## config.mk

```make
export PLATFORM = sky130hd
export DESIGN_NAME = cache_ctrl_top
export DESIGN_NICKNAME = d
export VERILOG_FILES = /design/src/rtl/cc_pkg.sv /design/src/rtl/cc_apb_regs.sv /design/src/rtl/cache_ctrl_top.sv
export SDC_FILE = /design/constraint.sdc
export NUM_CORES = 2
export LEC_CHECK = 0
export ABC_AREA = 1
export CORE_AREA = 2 2 544 546
export DETAILED_ROUTE_END_ITERATION = 8
export DIE_AREA = 0 0 546 548
export GPL_ROUTABILITY_DRIVEN = 0
export PLACE_DENSITY = 0.36
export SYNTH_ARGS = -nofsm -noshare
export SYNTH_HDL_FRONTEND = slang
export SYNTH_SLANG_ARGS = --single-unit
```

## constraint.sdc

```tcl
create_clock -name clk -period 30.2 [get_ports clk]
set_clock_uncertainty 0.2 [all_clocks]
set_input_delay 9.06 -clock clk [delete_from_list [all_inputs] [get_ports clk]]
set_output_delay 9.06 -clock clk [all_outputs]
set_load 0.01 [all_outputs]
```

## src/rtl/cc_pkg.sv

```systemverilog
// cc_pkg: shared widths, FSM states, AXI constants and APB offsets for the cache controller.
package cc_pkg;
  localparam int TAG_W  = 17;
  localparam int IDX_W  = 9;
  localparam int LINE_W = 512;
  localparam int WORD_W = 64;
  localparam logic [1:0] BURST_WRAP = 2'd2;
  localparam logic [2:0] SIZE_8B    = 3'd3;
  localparam logic [3:0] LEN_8      = 4'd7;
  localparam logic [11:0] APB_ID   = 12'h000;
  localparam logic [11:0] APB_HIT  = 12'h004;
  localparam logic [11:0] APB_MISS = 12'h008;
  localparam logic [11:0] APB_CLR  = 12'h00C;
  typedef enum logic [2:0] {
    S_IDLE,
    S_TAG_CHK,
    S_MREQ,
    S_MDATA,
    S_FILL,
    S_SEND
  } state_e;
endpackage

```

## src/rtl/cc_apb_regs.sv

```systemverilog
// cc_apb_regs: zero-wait APB ID/status registers; hit/miss counters exist only with CC_PERF_CNT_EN.
module cc_apb_regs
  import cc_pkg::*;
#(
  parameter logic [31:0] IP_VERSION = 32'h0000_0000
) (
  input  logic        clk,
  input  logic        rst_n,
  input  logic        psel_i,
  input  logic        penable_i,
  input  logic [11:0] paddr_i,
  input  logic        pwrite_i,
  input  logic        hit_i,
  input  logic        miss_i,
  output logic        pready_o,
  output logic [31:0] prdata_o,
  output logic        pslverr_o
);
  logic rd_en;
  assign pready_o  = psel_i & penable_i;
  assign pslverr_o = 1'b0;
  assign rd_en     = psel_i & ~pwrite_i;
`ifdef CC_PERF_CNT_EN
  logic [31:0] hit_q, hit_d, miss_q, miss_d;
  logic        clr;
  assign clr    = pready_o & pwrite_i & (paddr_i == APB_CLR);
  assign hit_d  = clr ? '0 : hit_q + 32'(hit_i);
  assign miss_d = clr ? '0 : miss_q + 32'(miss_i);
  always_ff @(posedge clk or posedge rst_n)
    if (rst_n) begin
      hit_q  <= '0;
      miss_q <= '0;
    end else begin
      hit_q  <= hit_d;
      miss_q <= miss_d;
    end
  assign prdata_o = !rd_en ? '0 :
                    paddr_i == APB_ID   ? IP_VERSION :
                    paddr_i == APB_HIT  ? hit_q :
                    paddr_i == APB_MISS ? miss_q : '0;
`else
  logic unused_ok;
  assign unused_ok = ^{clk, rst_n, hit_i, miss_i};
  assign prdata_o  = (rd_en && paddr_i == APB_ID) ? IP_VERSION : '0;
`endif
endmodule

```

## src/rtl/cache_ctrl_top.sv

```systemverilog
// cache_ctrl_top: direct-mapped read-only cache between INCT AXI read slave and memory AXI read master.
// Optional hit/miss counters on APB are built in when CC_PERF_CNT_EN is defined.
module cache_ctrl_top
  import cc_pkg::*;
#(
  parameter logic [31:0] IP_VERSION = 32'h0000_0000
) (
  input  logic              clk,
  input  logic              rst_n,
  input  logic              psel_i,
  input  logic              penable_i,
  input  logic [11:0]       paddr_i,
  input  logic              pwrite_i,
  input  logic [31:0]       pwdata_i,
  output logic              pready_o,
  output logic [31:0]       prdata_o,
  output logic              pslverr_o,
  input  logic [3:0]        inct_arid_i,
  input  logic [31:0]       inct_araddr_i,
  input  logic [3:0]        inct_arlen_i,
  input  logic [2:0]        inct_arsize_i,
  input  logic [1:0]        inct_arburst_i,
  input  logic              inct_arvalid_i,
  output logic              inct_arready_o,
  output logic [3:0]        inct_rid_o,
  output logic [63:0]       inct_rdata_o,
  output logic [1:0]        inct_rresp_o,
  output logic              inct_rlast_o,
  output logic              inct_rvalid_o,
  input  logic              inct_rready_i,
  output logic [3:0]        mem_arid_o,
  output logic [31:0]       mem_araddr_o,
  output logic [3:0]        mem_arlen_o,
  output logic [2:0]        mem_arsize_o,
  output logic [1:0]        mem_arburst_o,
  output logic              mem_arvalid_o,
  input  logic              mem_arready_i,
  input  logic [3:0]        mem_rid_i,
  input  logic [63:0]       mem_rdata_i,
  input  logic [1:0]        mem_rresp_i,
  input  logic              mem_rlast_i,
  input  logic              mem_rvalid_i,
  output logic              mem_rready_o,
  output logic              rden_o,
  output logic [IDX_W-1:0]  raddr_o,
  input  logic [TAG_W:0]    rdata_tag_i,
  input  logic [LINE_W-1:0] rdata_data_i,
  output logic              wren_o,
  output logic [IDX_W-1:0]  waddr_o,
  output logic [TAG_W:0]    wdata_tag_o,
  output logic [LINE_W-1:0] wdata_data_o
);
  state_e                 state_q, state_d;
  logic [31:3]            addr_q, addr_d;
  logic [3:0]             id_q, id_d;
  logic [2:0]             beat_q, beat_d;
  logic [1:0]             rresp_q, rresp_d;
  logic [7:0][WORD_W-1:0] line_q, line_d;
  logic [2:0]             word;
  logic                   ar_hs, in_chk, match, in_mreq, in_fill, in_send, unused_ok;
  assign ar_hs   = state_q == S_IDLE && inct_arvalid_i;
  assign in_chk  = state_q == S_TAG_CHK;
  assign in_mreq = state_q == S_MREQ;
  assign in_fill = state_q == S_FILL;
  assign in_send = state_q == S_SEND;
  assign match   = rdata_tag_i == {1'b1, addr_q[31:15]};
  // beat n of a request always maps to line word (offset + n) mod 8, for both fill and send
  assign word    = addr_q[5:3] + beat_q;
  always_ff @(posedge clk or posedge rst_n)
    if (rst_n) begin
      state_q <= S_IDLE;
      addr_q  <= '0;
      id_q    <= '0;
      beat_q  <= '0;
      rresp_q <= '0;
      line_q  <= '0;
    end else begin
      state_q <= state_d;
      addr_q  <= addr_d;
      id_q    <= id_d;
      beat_q  <= beat_d;
      rresp_q <= rresp_d;
      line_q  <= line_d;
    end
  always_comb begin
    state_d = state_q;
    addr_d  = addr_q;
    id_d    = id_q;
    beat_d  = beat_q;
    rresp_d = rresp_q;
    line_d  = line_q;
    case (state_q)
      S_IDLE: if (inct_arvalid_i) begin
        addr_d  = inct_araddr_i[31:3];
        id_d    = inct_arid_i;
        rresp_d = '0;
        state_d = S_TAG_CHK;
      end
      S_TAG_CHK: begin
        if (match) line_d = rdata_data_i;
        beat_d  = '0;
        state_d = match ? S_SEND : S_MREQ;
      end
      S_MREQ: if (mem_arready_i) state_d = S_MDATA;
      S_MDATA: if (mem_rvalid_i) begin
        line_d[word] = mem_rdata_i;
        beat_d       = beat_q + 3'd1;
        if (mem_rresp_i != 2'd0) rresp_d = mem_rresp_i;
        if (mem_rlast_i) state_d = S_FILL;
      end
      S_FILL: begin
        beat_d  = '0;
        state_d = S_SEND;
      end
      S_SEND: if (inct_rready_i) begin
        beat_d = beat_q + 3'd1;
        if (beat_q == 3'd7) state_d = S_IDLE;
      end
      default: state_d = S_IDLE;
    endcase
  end
  assign inct_arready_o = state_q == S_IDLE;
  assign rden_o         = ar_hs;
  assign raddr_o        = ar_hs ? inct_araddr_i[14:6] : '0;
  assign mem_arvalid_o  = in_mreq;
  assign mem_araddr_o   = in_mreq ? {addr_q, 3'b000} : '0;
  assign mem_arlen_o    = in_mreq ? LEN_8 : '0;
  assign mem_arsize_o   = in_mreq ? SIZE_8B : '0;
  assign mem_arburst_o  = in_mreq ? BURST_WRAP : '0;
  assign mem_arid_o     = '0;
  assign mem_rready_o   = state_q == S_MDATA;
  assign wren_o         = in_fill;
  assign waddr_o        = in_fill ? addr_q[14:6] : '0;
  assign wdata_tag_o    = in_fill ? {1'b1, addr_q[31:15]} : '0;
  assign wdata_data_o   = in_fill ? line_q : '0;
  assign inct_rvalid_o  = in_send;
  assign inct_rid_o     = in_send ? id_q : '0;
  assign inct_rdata_o   = in_send ? line_q[word] : '0;
  assign inct_rresp_o   = in_send ? rresp_q : '0;
  assign inct_rlast_o   = in_send && beat_q == 3'd7;
  assign unused_ok      = ^{mem_rid_i, inct_arlen_i, inct_arsize_i, inct_arburst_i, inct_araddr_i[2:0], pwdata_i};
  cc_apb_regs #(.IP_VERSION(IP_VERSION)) u_regs (
    .clk       (clk),
    .rst_n     (rst_n),
    .psel_i    (psel_i),
    .penable_i (penable_i),
    .paddr_i   (paddr_i),
    .pwrite_i  (pwrite_i),
    .hit_i     (in_chk & match),
    .miss_i    (in_chk & ~match),
    .pready_o  (pready_o),
    .prdata_o  (prdata_o),
    .pslverr_o (pslverr_o)
  );
endmodule

```

==> results.md <==
* Gr usage total at 0.196
* Grt ovf at 0
* Max Fanout on Critical Path at 59
* Reg-to-Reg End: line_q[240]
* I/O pin count at 1403
* Share of post-route cells with drive strength above 1 at 0.0382
* Worst-Skew Late Latency at 0.72 ns
* P per Cell Area at between 100 and 150 mW/mm²
* Die width at between 500 and 600 µm
* Crit start category: input port
* Worst EP required at roughly 21 ns
* Starting DRT DRC Count at 3991
* Worst path cell trace: clkdlybuf4s50_1, inv_1, nor2_4, buf_4, inv_2, nor2_1, clkdlybuf4s50_1
* Worst Max-Slew Pin Slew at 1.28 ns
* Fin crit share at 0.689
* Height of the die at 548 µm
* Peak supply drop at approximately 0.09 mV
* Initial antenna violation count at 71
* Final net count at between 8000 and 9000
* Dpl cells at 11200
* # rows at a little under 200
* Core area at 0.293 mm²
* Final setup vio count at 0
* Final-report max-slew violation count at 0
* Sequential area share after synthesis at 0.356
* Lkg Pwr at 0.0272 µW
* Worst setup path class: input port to primary output
* Post-CTS Resized at 0
* R2R cell count at 11
* CTS root buffer: clkbuf_16
* Area after DPL at roughly 0.055 mm²
* Setup WS post-layout at 9.38 ns
* Initial core utilization at 0.133
* CP endpoint kind: primary output
* Setup TNS at 0 ns
* Mapped Cells at 6383
* Syn-to-layout area delta at 49.8%
* CP most frequent cell: clkdlybuf4s50_1
* Slowest library cell on the worst path: clkdlybuf4s50_1
* Drc violations at 0
* Synth Area per Inst at a little over 6 µm²
* Worst r2r src: beat_q[0]
* RSZ-0062 raised after global routing: no
* Max clock buf depth at 3
* Fin area at about 0.058 mm²
* Max-cap violations at 0
* CTS tree: yes
* Status: complete, no violations
* Worst slack, placed at roughly 9.4 ns
* Slew HR at 0.145
* Synth warn at 0
* #FFs+latches synth at roughly 550
* WL per Instance at about 27 µm
* Fin. Hold Viols at 0
* Mapped cell area at roughly 0.039 mm²
* Drt first pass iters at 5
* First-pass GRT wire length at 416 mm
* Worst Setup EP: raddr_o[2]
* Post-Route WL at 306 mm
* Max incr delay on CP at 0.64 ns
* CTS Buf Count at 86
* Post-CTS Setup Inserts at 0
* H-tree levels at 3
* Core Util, Final at 0.199
* Synth unique cells at 36
* Crit path from: inct_arvalid_i
* Min cycle time layout at 20.82 ns
* Die area at roughly 0.3 mm²
* FMAX at a little under 50 MHz
* Min-delay worst type: register to register
* Vias in the first global route at between 40000 and 50000
* Post-route ant nets at 0
* Sink Count at between 500 and 600
* Hold_buf cts at 0
* Reg2Reg Setup Slack at between 20 and 25 ns
* PortBufs at 1298
* WP data arrival at 11.56 ns
* Routed vias/inst at around 4.3
* Via count at 48600
* Post-Layout Cell Count at 11400
* Largest net degree at the start of global routing at approximately 130
* DP Wirelength at roughly 220 mm
* Clock slew at reported path FFs at about 0.05 ns
## area by class of cell
type / instances / area [µm²]
Clock buffer: 126 / 2490
Timing Repair Buffer: 1392 / 13800
Fill cell: 34100 / 235000
Sequential cell: 553 / 13800
Antenna cell: 39 / 97.6
Multi-Input combinational cell: 4590 / 20100
Clock inverter: 31 / 354
Inverter: 723 / 2740
Tap cell: 3919 / 4900
## power breakdown
group | internal [µW] | switching, µW
sequential | 1070 | 241
combinational | 1040 | 3120
clock | 600 | 451
total | 2710 | 3810
## synth_stat cells (all sizes together)
cell	n	area, µm²
a21boi	1	7.51
a21oi	2	13.8
buf	241	1520
clkbuf	318	1200
conb	1	3.75
dfrtp	553	13800
fa	1	20.0
ha	3	37.5
inv	723	2710
mux2i	1	10.0
nand2	2455	9230
nand3	24	185
nand3b	1	7.51
nand4	512	3200
nor2	727	2730
nor3	1	5.00
o21ai	798	3990
o21bai	9	67.6
o22a	1	8.76
o22ai	2	12.5
o31ai	4	45.1
xnor2	5	43.8
## worst max-delay path, delay by kind of cell
family	cells	cell delay [ns]
AND/OR/NAND/NOR	2	0.54
buffers and inverters	5	1.94
## worst min-delay path by stage
stage	startpoint	endpoint	cells past startpoint
CTS	line_q[331]	line_q[331]	2
floorplan	line_q[100]	line_q[100]	2
global route	line_q[324]	line_q[324]	2
global placement	line_q[213]	line_q[213]	2
finish	line_q[229]	line_q[229]	2
detailed placement	line_q[246]	line_q[246]	2
## kinds of logic (layout without fill, tap and decap cells)
logic type,Yosys count,count (layout),synth area share
adders and majority gates,4,4,0.00148
buffers and inverters,1282,2272,0.140
and+or+nand+nor,3720,3720,0.395
muxes,1,1,0.000257
other,1,82,0.0000964
DFF,553,553,0.356
AOI/OAI and AO/OA,817,817,0.107
xor gates and xnor gates,5,5,0.00113
## cells in the final DEF, fill, tap and decap left out, drive strengths merged
cell type      count
clkinv            24
dfrtp            553
nand3b             1
o31ai              4
a21oi              2
nand3             24
ha                 3
buf               94
clkbuf           126
mux2i              1
o21bai             9
a21boi             1
o22a               1
conb              43
inv              725
xnor2              5
o21ai            798
nand4            512
nor2             727
nor3               1
clkdlybuf4s50   1298
o22ai              2
clkinvlp           2
fa                 1
bufinv             3
nand2           2455
diode             39
## metal layers
layer	track usage	up-vias	routed length, µm
met2	0.306	2232	135000
met4	0.0661	38	9320
met5	0	-	241
li1	-	21900	-
met1	0.257	24100	134000
met3	0.0574	351	26700
## sequential cells by signal, indices dropped and copies added, names as in the netlist
signal   cells
id_q         4
beat_q       3
line_q     512
state_q      3
rresp_q      2
addr_q      29
## through the flow
step	hold WS, ns	power, µW
after CTS	0.271	6620
after global routing	0.283	7030
after global placement	0.253	5530
after detailed placement	0.258	5520
final	0.267	6530
after floorplan	0.242	3540
Note: power is estimated with default switching activity, not from simulation.
